--- config.mk ---
export PLATFORM = sky130hd
export DESIGN_NAME = mmio_interconnect
export DESIGN_NICKNAME = d
export VERILOG_FILES = /design/src/rtl/mmio_interconnect.sv
export SDC_FILE = /design/constraint.sdc
export NUM_CORES = 1
export LEC_CHECK = 0
export BUFFER_PORTS_ARGS = -buffer_cell sky130_fd_sc_hd__buf_2
export CORE_UTILIZATION = 45
export DETAILED_ROUTE_END_ITERATION = 16
export PLACE_DENSITY = 0.85
export SYNTH_ARGS = -nofsm -noshare
export SYNTH_HDL_FRONTEND = slang
export SYNTH_SLANG_ARGS = --single-unit
--- constraint.sdc ---
create_clock -name slowed_clk -period 5.9 [get_ports slowed_clk]
set_clock_uncertainty 0.2 [all_clocks]
set_input_delay 1.18 -clock slowed_clk [delete_from_list [all_inputs] [get_ports slowed_clk]]
set_output_delay 1.18 -clock slowed_clk [all_outputs]
set_load 0.005 [all_outputs]
--- src/rtl/mmio_interconnect.sv ---
// MMIO interconnect: address-decodes one CPU memory port onto N ready-handshake slaves,
// with bus errors for unmapped or stalled accesses and a debug log of the failing address.
module mmio_interconnect #(
  parameter int                     N_SLAVES      = 2,
  parameter logic [N_SLAVES*32-1:0] BASE_ADDRS    = {32'hFFFF_FFF0, 32'h0000_0000},
  parameter logic [N_SLAVES*32-1:0] TOP_ADDRS     = {32'hFFFF_FFF3, 32'h0000_07FF},
  parameter int                     TIMEOUT       = 15,
  parameter logic [31:0]            DEFAULT_RDATA = 32'h0000_0000
) (
  input  logic                     slowed_clk,
  input  logic                     reset,
  input  logic                     host_req,
  input  logic [31:0]              host_addr,
  input  logic [31:0]              host_wdata,
  input  logic [3:0]               host_byte_mask,
  input  logic                     host_write,
  output logic [31:0]              host_rdata,
  output logic                     host_ready,
  output logic                     host_err,
  output logic [N_SLAVES-1:0]      s_sel,
  output logic [31:0]              s_addr,
  output logic [31:0]              s_wdata,
  output logic [3:0]               s_byte_mask,
  output logic                     s_write,
  input  logic [N_SLAVES*32-1:0]   s_rdata,
  input  logic [N_SLAVES-1:0]      s_ready,
  output logic [31:0]              err_addr,
  output logic [7:0]               err_count
);

  localparam int          IDX_W   = (N_SLAVES > 1) ? $clog2(N_SLAVES) : 1;
  localparam logic [31:0] TO_LAST = (TIMEOUT == 0) ? 32'd0 : 32'(TIMEOUT - 1);

  typedef enum logic [1:0] {ST_IDLE, ST_WAIT, ST_RESP} state_t;

  state_t                state_q, state_d;
  logic [N_SLAVES-1:0]   sel_q, sel_d;
  logic [IDX_W-1:0]      idx_q, idx_d;
  logic [31:0]           addr_q, addr_d;
  logic [31:0]           wdata_q, wdata_d;
  logic [3:0]            mask_q, mask_d;
  logic                  write_q, write_d;
  logic [31:0]           rdata_q, rdata_d;
  logic                  err_q, err_d;
  logic                  ready_q, ready_d;
  logic [31:0]           cnt_q, cnt_d;
  logic [31:0]           err_addr_q, err_addr_d;
  logic [7:0]            err_count_q, err_count_d;

  logic                  hit;
  logic [IDX_W-1:0]      hit_idx;
  logic                  sel_ready;
  logic [31:0]           sel_rdata;
  logic                  log_err;

  // Scan from the top index down so the lowest matching slave wins on overlap.
  always_comb begin
    hit     = 1'b0;
    hit_idx = '0;
    for (int k = N_SLAVES - 1; k >= 0; k--) begin
      if (host_addr >= BASE_ADDRS[k*32 +: 32] && host_addr <= TOP_ADDRS[k*32 +: 32]) begin
        hit     = 1'b1;
        hit_idx = IDX_W'(k);
      end
    end
  end

  assign sel_ready = s_ready[idx_q];
  assign sel_rdata = s_rdata[idx_q*32 +: 32];

  always_comb begin
    state_d     = state_q;
    sel_d       = sel_q;
    idx_d       = idx_q;
    addr_d      = addr_q;
    wdata_d     = wdata_q;
    mask_d      = mask_q;
    write_d     = write_q;
    rdata_d     = rdata_q;
    err_d       = err_q;
    cnt_d       = cnt_q;
    ready_d     = 1'b0;
    log_err     = 1'b0;
    err_addr_d  = err_addr_q;
    err_count_d = err_count_q;

    case (state_q)
      ST_IDLE: begin
        cnt_d = '0;
        if (host_req) begin
          addr_d  = host_addr;
          wdata_d = host_wdata;
          mask_d  = host_byte_mask;
          write_d = host_write;
          if (hit) begin
            idx_d          = hit_idx;
            sel_d          = '0;
            sel_d[hit_idx] = 1'b1;
            state_d        = ST_WAIT;
          end else begin
            err_d   = 1'b1;
            rdata_d = DEFAULT_RDATA;
            log_err = 1'b1;
            state_d = ST_RESP;
          end
        end
      end
      ST_WAIT: begin
        cnt_d = cnt_q + 32'd1;
        if (sel_ready) begin
          rdata_d = sel_rdata;
          err_d   = 1'b0;
          sel_d   = '0;
          state_d = ST_RESP;
        end else if (TIMEOUT != 0 && cnt_q == TO_LAST) begin
          rdata_d = DEFAULT_RDATA;
          err_d   = 1'b1;
          sel_d   = '0;
          log_err = 1'b1;
          state_d = ST_RESP;
        end
      end
      ST_RESP: begin
        ready_d = 1'b1;
        state_d = ST_IDLE;
      end
      default: state_d = ST_IDLE;
    endcase

    if (log_err) begin
      err_addr_d = addr_d;
      if (err_count_q != 8'hFF) err_count_d = err_count_q + 8'd1;
    end
  end

  always_ff @(posedge slowed_clk or posedge reset) begin
    if (reset) begin
      state_q     <= ST_IDLE;
      sel_q       <= '0;
      idx_q       <= '0;
      addr_q      <= '0;
      wdata_q     <= '0;
      mask_q      <= '0;
      write_q     <= 1'b0;
      rdata_q     <= '0;
      err_q       <= 1'b0;
      ready_q     <= 1'b0;
      cnt_q       <= '0;
      err_addr_q  <= '0;
      err_count_q <= '0;
    end else begin
      state_q     <= state_d;
      sel_q       <= sel_d;
      idx_q       <= idx_d;
      addr_q      <= addr_d;
      wdata_q     <= wdata_d;
      mask_q      <= mask_d;
      write_q     <= write_d;
      rdata_q     <= rdata_d;
      err_q       <= err_d;
      ready_q     <= ready_d;
      cnt_q       <= cnt_d;
      err_addr_q  <= err_addr_d;
      err_count_q <= err_count_d;
    end
  end

  assign host_rdata  = rdata_q;
  assign host_ready  = ready_q;
  assign host_err    = err_q;
  assign s_sel       = sel_q;
  assign s_addr      = addr_q;
  assign s_wdata     = wdata_q;
  assign s_byte_mask = mask_q;
  assign s_write     = write_q & (|sel_q);
  assign err_addr    = err_addr_q;
  assign err_count   = err_count_q;

endmodule

Word level (Yosys, flattened, before mapping)

Index checks and enable logic that the tools add are counted.

Register bits: 180
Bits of input ports: 138
Output and inout bits: 145
Logic and storage cells: 80

Add/sub/neg operators: 2
$lt $le $gt $ge: 7
Eq/ne operators: 8
Shift operators: 1
Mux-type cells: 36
Bitwise operators: 1
Reduce and logical (&&, ||, !) cells: 12

Operator list:

| kind                    | number |
|---|---|
| $mux W32                | 6 |
| $pmux W32 S2            | 2 |
| $shiftx A64 B7 Y32      | 1 |
| $add A32 B1 Y32 const B | 1 |
| $eq A32 B4 Y1 const B   | 1 |
| $ge A32 B1 Y1 const B   | 1 |
| $ge A32 B32 Y1 const B  | 1 |
| $le A32 B11 Y1 const B  | 1 |
| $le A32 B32 Y1 const B  | 1 |
| $mux W2                 | 8 |
| $mux W1                 | 15 |
| $add A8 B1 Y8 const B   | 1 |
| $ne A8 B8 Y1 const B    | 1 |
| $pmux W2 S2             | 2 |
| $reduce_and A4 Y1       | 2 |
| $ne A2 B2 Y1 const B    | 3 |
| $reduce_and A2 Y1       | 3 |
| $lt A1 B2 Y1 const B    | 2 |
| $pmux W1 S2             | 2 |
| $logic_and A1 B1 Y1     | 3 |
| $ne A3 B3 Y1 const B    | 1 |
| $reduce_and A3 Y1       | 1 |
| $eq A2 B1 Y1 const B    | 1 |
| $eq A2 B2 Y1 const B    | 1 |
| 6 further kinds         | 6 |

Longest topological paths before layout

Gate-level depths: netlist of run 1.

Depth in word-level cells: 11
Depth in mapped cells: 9
Gate-level depth less buffers: 8

Least setup slack after synthesis of run 1

OpenSTA, ideal clock, no wires.

Kind: input -> register
From: input host_addr[18]
To: register err_count_q[1] (netlist: err_count[1])
Arrival time: 3050 ps
Data required time: 5573 ps
Setup slack: 2523 ps
Stages: 6
Cells stage by stage: or4_1 -> or4_4 -> a32o_2 -> buf_6 -> nand2_4 -> mux2_1

Cells in the longest elaborated chain, start to end: 8

RTL lines:

| what                                             | line | source |
|---|---|---|
| from (decl)                                      | 13   | `input logic [31:0] host_addr,` |
| $ge A32 B32 Y1 or $le A32 B32 Y1 (tied branches) | 61   | `if (host_addr >= BASE_ADDRS[k*32 +: 32] && host_addr <= TOP_ADDRS[k*32 +: 32]) begin` |
| $logic_and A1 B1 Y1                              | 61   |  |
| $mux W1                                          | 61   |  |
| $mux W1 (*)                                      | 61   |  |
| $mux W1 (*)                                      | 95   | `if (hit) begin` |
| $mux W1 (*)                                      | 90   | `if (host_req) begin` |
| $pmux W1 S2 (*)                                  | 87   | `case (state_q)` |
| $reduce_and A2 Y1 (no line) (*)                  | n/a  |  |
| to (signal assigned)                             | 164  | `err_count_q <= err_count_d;` |
| to (decl)                                        | 48   | `logic [7:0] err_count_q, err_count_d;` |

Every way passes the cells marked *; elsewhere a longest branch is shown, timed or not.
A chain may end at the register's enable or synchronous reset.

Worst setup path after layout of run 1

Same ends and word-level chain as after synthesis.

==> results of run 1 <==
[cells by family (layout without fill, tap and decap cells)]
group | after synthesis | after routing | synth area share, %
DFF | 180 | 180 | 57.7
adders and majority gates | 3 | 3 | 0.481
buffers and inverters | 43 | 326 | 2.59
xor gates and xnor gates | 30 | 30 | 3.36
muxes | 67 | 67 | 10.7
and+or+nand+nor | 342 | 342 | 19.3
AOI/OAI and AO/OA | 58 | 58 | 5.96
[registers in the layout, summed over array words and instances (netlist names)]
name	flops
s_byte_mask	4
s_addr	32
err_addr	32
state_q	2
cnt_q	32
s_sel	2
host_rdata	32
err_count	8
s_wdata	32
host_ready	1
host_err	1
idx_q	1
write_q	1
[cell usage in the layout, fill, tap and decap left out, types with 2 or more instances in the layout]
cell type,Yosys,final
a21o_1,2,2
a21oi_1,5,5
a22o_1,3,3
and2_1,4,4
and2_2,2,2
and3_1,6,6
and4_1,3,3
buf_2,0,282
buf_4,3,4
clkbuf_16,0,17
clkinv_2,0,3
clkinv_4,0,2
clkinvlp_4,0,4
dfrtp_1,180,179
ha_1,3,3
inv_1,8,7
inv_6,0,4
mux2_2,2,2
mux2_4,32,32
mux2i_1,32,32
nand2_1,224,223
nand2b_1,2,2
nand3_1,17,17
nand4_1,17,17
nor2_1,36,36
nor2b_1,2,2
nor3_1,5,5
nor4_1,11,11
nor4_2,2,2
o21ai_0,9,9
o2bb2ai_1,32,32
or3_1,3,3
xnor2_1,13,13
xor2_1,17,17
[critical path, cell delays in order]
cell	delay [ns]
buf_2	0.11
or4_1	0.54
or4_4	0.54
a32o_2	0.29
buf_4	0.33
nand2_4	0.17
mux2_1	0.33
[metrics by stage]
stage	cells	setup WS, ns	hold slack [ns]	cell area (um^2)
2_1_floorplan	723	2.21	0.246	7820
3_3_place_gp	1195	2.10	0.253	9380
3_5_place_dp	1195	2.04	0.257	9380
4_1_cts	1226	2.50	0.274	9920
5_1_grt	1226	2.39	0.294	9920
6_report	1226	2.47	0.271	9920
[synth_stat cells (all sizes together) (3+ instances only)]
cell | number | area share, %
nor3 | 5 | 0.32
xnor2 | 13 | 1.5
ha | 3 | 0.48
o2bb2ai | 32 | 3.6
nand2 | 225 | 11
nand3 | 17 | 1.1
and2 | 6 | 0.51
a21oi | 5 | 0.32
buf | 12 | 1.1
xor2 | 17 | 1.9
nor2 | 36 | 1.7
o21ai | 9 | 0.58
dfrtp | 180 | 58
mux2 | 35 | 6.6
inv | 8 | 0.38
clkbuf | 23 | 1.1
and3 | 6 | 0.48
mux2i | 32 | 4.1
nor4 | 13 | 1.2
a22o | 3 | 0.34
or3 | 3 | 0.24
and4 | 3 | 0.34
nand4 | 17 | 1.4
[layer usage]
| metal | vias to the layer above | track usage (%) | routed length (um) |
|---|---|---|---|
| met4 | 0 | 6.82 | 335 |
| li1 | 2981 | - | - |
| met2 | 216 | 36.2 | 9440 |
| met3 | 27 | 5.18 | 1180 |
| met5 | - | 0 | 0 |
| met1 | 2996 | 28.6 | 8140 |
[worst min path at each step]
stage	start	cells past startpoint	slack, ns	end
floorplan	write_q$_DFFE_PP0P_	2	0.25	write_q$_DFFE_PP0P_
global placement	s_byte_mask[1]$_DFFE_PP0P_	2	0.25	s_byte_mask[1]$_DFFE_PP0P_
detailed placement	s_byte_mask[2]$_DFFE_PP0P_	2	0.26	s_byte_mask[2]$_DFFE_PP0P_
CTS	s_byte_mask[2]$_DFFE_PP0P_	2	0.27	s_byte_mask[2]$_DFFE_PP0P_
global route	s_wdata[28]$_DFFE_PP0P_	2	0.29	s_wdata[28]$_DFFE_PP0P_
finish	write_q$_DFFE_PP0P_	2	0.27	write_q$_DFFE_PP0P_
[cell type report]
class / instances / area (um^2) / share of cell area, %
Sequential cell: 180 / 4510 / 45.4
Tap cell: 220 / 275 / 2.77
Clock inverter: 13 / 101 / 1.02
Clock buffer: 18 / 439 / 4.43
Multi-Input combinational cell: 500 / 3110 / 31.3
Inverter: 8 / 33.8 / 0.340
Timing Repair Buffer: 287 / 1460 / 14.7
[report_power, final]
part	internal [mW]	switching, mW
sequential	1.36	0.0855
clock	0.555	0.483
combinational	0.243	0.233
total	2.16	0.801
==> flow_summary.ini, run 1 <==
[sta]
grt_setup_unrepaired = no
slew_violations = 0
slew_headroom_pct = 20.2
max_freq_mhz = 292
min_period_over_period_pct = 58.1
hold_viol = 0
setup_viol = 0
worst_pin_slew_ns = 1.20
setup_tns_ns = 0
finalCriticalPeriod_ns = 3.43

[cts]
cts_max_level = 4
root_buffer = clkbuf_16
ctsResizeCount = 0
numClockSinks = 180
cts_buffers = 17
tritoncts = done
clk_path_buf_depth = 2
clk-insertion-delay-late_ns = 0.42
holdBufCountCts = 0
post-cts-setup-buffer-count = 0
path_clk_slew_ns = 0.07

[job]
cap_violations = 0

[placement]
io_buffers = 282
gp_congestion = 0.852
dp_hpwl_um = 13500

[global_route]
antenna_found_initial = 0
track_usage_pct = 22.0
grt_overflow = 0
grt_pass1_vias = 6240
grt_pass1_wl_um = 31100
grt_max_degree = 181

[critical_path]
endpoint_kind = flip-flop
worstPathRequired_ns = 6.00
r2r_setup_slack_ns = 2.74
startpoint_type = input pin
worstRegToRegCells = 6
timing.rr.end = err_count[1]$_DFFE_PP0P_
critical_path_class = input pin to flip-flop
crit_start = host_addr[18]
cp.arrival_ns = 3.53
rr_startpoint = idx_q$_DFFE_PP0P_
crit_fanout = 40
crit_path_end = err_count[1]$_DFFE_PP0P_

[min_path]
hp-class = flip-flop to flip-flop

[power]
peakVddDrop_uv = 201
leakagePower_nw = 5.16
power_mw = 2.96
p_per_area_nw_per_um2 = 299

[synth]
synthesis.nets = 864
synth_edf_count = 0
syn_area_per_cell_um2 = 10.8
syn-instance-count = 723
netlist_area_um2 = 7810
yosysSeqAreaShare_pct = 57.7
ys_types = 47
synthFlopType = dfrtp_1
ys_async_sr_fraction_pct = 100
synth_seq_cells = 180
ys_warn_count = 0

[run_status]
status = finished clean

[route]
ant_nets = 0
wl_per_cell_um = 15.6
drc_errors = 0
wl_um = 19100
dr.pass1.iters = 5
via_count = 6220
routed_via_density = 5.07
drt_first_iter_violations = 390

[final_layout]
antenna_cells = 0
nFillCells = 1430
utilization_pct = 59.2
drive_gt1_share_pct = 36.4
syn_to_final_growth_pct = 27.0
final_net_count = 1135

[floorplan]
dieArea_um2 = 17900
coreArea_um2 = 16800
pin_count = 283
start_util_pct = 46.6
die_h_um = 134
die_w_um = 134
std_cell_rows = 47
(Power assumes the default switching activity.)
==> inputs of run 2 (changes only) <==
==> constraint.sdc (replaced) <==
create_clock -name slowed_clk -period 2.8 [get_ports slowed_clk]
set_clock_uncertainty 0.2 [all_clocks]
set_input_delay 0.56 -clock slowed_clk [delete_from_list [all_inputs] [get_ports slowed_clk]]
set_output_delay 0.56 -clock slowed_clk [all_outputs]
set_load 0.005 [all_outputs]
==> flow_summary.ini, run 2 (synthesized netlist as in run 1, its figures left out) <==
[run_status]
status = finished clean

[route]
wl_um = 19700
drt_first_iter_violations = 302
via_count = 6386
drc_errors = 0
routed_via_density = 5.10
wl_per_cell_um = 15.8
ant_nets = 0
dr.pass1.iters = 6

[placement]
dp_hpwl_um = 14300
dp_cells = 1220
place_area_um2 = 9620
gp_congestion = 0.836
io_buffers = 282

[critical_path]
crit_fanout = 22
slowest_delay_ns = 0.45
cp.arrival_ns = 2.66
cp_slowest_cell = or4_4
critical_path_class = input pin to flip-flop
worstPathCellList = buf_2, nor4_1, buf_4, nand4_1, or4_4, a32o_2, buf_12, mux2_4
startpoint_type = input pin
endpoint_kind = flip-flop
worstPathRequired_ns = 2.90

[cts]
numClockSinks = 180
root_buffer = clkbuf_16
holdBufCountCts = 0
cts_max_level = 4
clk_path_buf_depth = 2
path_clk_slew_ns = 0.07
post-cts-setup-buffer-count = 0
tritoncts = done
cts_buffers = 17
ctsResizeCount = 0
clk-insertion-delay-late_ns = 0.42

[final_layout]
antenna_cells = 0
utilization_pct = 60.9
final_cells = 1252
drive_gt1_share_pct = 38.0
syn_to_final_growth_pct = 30.7
final_common_cell = buf_2
final_cell_mix = buf_2 (282), nand2_1 (223), dfrtp_1 (179), nor2_1 (36)
final_net_count = 1160
fin_area_um2 = 10200

[sta]
max_freq_mhz = 390
min_period_over_period_pct = 91.5
whs_ns = 0.0723
slew_violations = 0
slew_headroom_pct = 49.8
hold_viol = 0
worst_pin_slew_ns = 0.753
setup_tns_ns = 0
grt_setup_unrepaired = no
setup_viol = 0
finalCriticalPeriod_ns = 2.56

[floorplan]
start_util_pct = 46.6
std_cell_rows = 47
coreArea_um2 = 16800
die_w_um = 134
pin_count = 283
dieArea_um2 = 17900
die_h_um = 134

[global_route]
grt_pass1_vias = 6403
grt_overflow = 0
antenna_found_initial = 0
track_usage_pct = 22.4
grt_pass1_wl_um = 31600
grt_max_degree = 119

[power]
leakagePower_nw = 5.32
peakVddDrop_uv = 430
p_per_area_nw_per_um2 = 632

[job]
cap_violations = 0

[min_path]
hp-class = input pin to asynchronous set/reset pin
[run 2: through the flow]
stage          power [mW]  setup slack [ns]
2_1_floorplan        3.59            -0.269
3_3_place_gp         4.11            -0.149
3_5_place_dp         4.15            -0.168
4_1_cts              6.51             0.273
5_1_grt              6.76             0.156
6_report             6.45             0.238
[run 2: worst paths after layout]
| check | start | endpoint | slack, ns | cells after the start |
|---|---|---|---|---|
| worst min-delay path | reset | s_wdata[21]$_DFFE_PP0P_ | 0.07 | 3 |
| worst min register to register | s_wdata[19]$_DFFE_PP0P_ | s_wdata[19]$_DFFE_PP0P_ | 0.27 | 2 |
| min in group slowed_clk | host_wdata[3] | s_wdata[3]$_DFFE_PP0P_ | 0.12 | 3 |
| worst max-delay path | host_addr[17] | err_addr[4]$_DFFE_PP0P_ | 0.24 | 8 |
| worst max register to register | state_q[1]$_DFFE_PP0P_ | err_addr[4]$_DFFE_PP0P_ | 0.41 | 5 |
| max in group asynchronous | reset | err_addr[22]$_DFFE_PP0P_ | 1.68 | 3 |
[run 2: cell type report]
type | count | area [um^2]
fillers | 1377 | 6550
flip-flops and latches | 180 | 4510
multi-input cells | 500 | 3110
repair buffers | 312 | 1700
clock buffers | 17 | 425
well taps | 220 | 275
clock inverters | 15 | 164
inverters | 8 | 33.8
[run 2: worst max-delay path: cells and delay by family]
family / cells / cell delay, ns
compound gates: 1 / 0.37
buf+inv: 3 / 0.50
mux: 1 / 0.31
simple gates: 3 / 0.91
[run 2: report_power, final]
part	leakage (nW)	internal [mW]	switching (mW)
clock network	0.285	1.27	1.08
logic	2.71	0.539	0.499
registers	2.33	2.87	0.189
total	5.32	4.68	1.77
[run 2: routing by layer]
layer  global-route usage, %  vias up  wire length [um]
met5                       0        -                 0
met3                    6.35       21              1290
met4                    6.12        0               235
met2                    37.1      205              9740
li1                        -     3029                 -
met1                    28.6     3131              8460
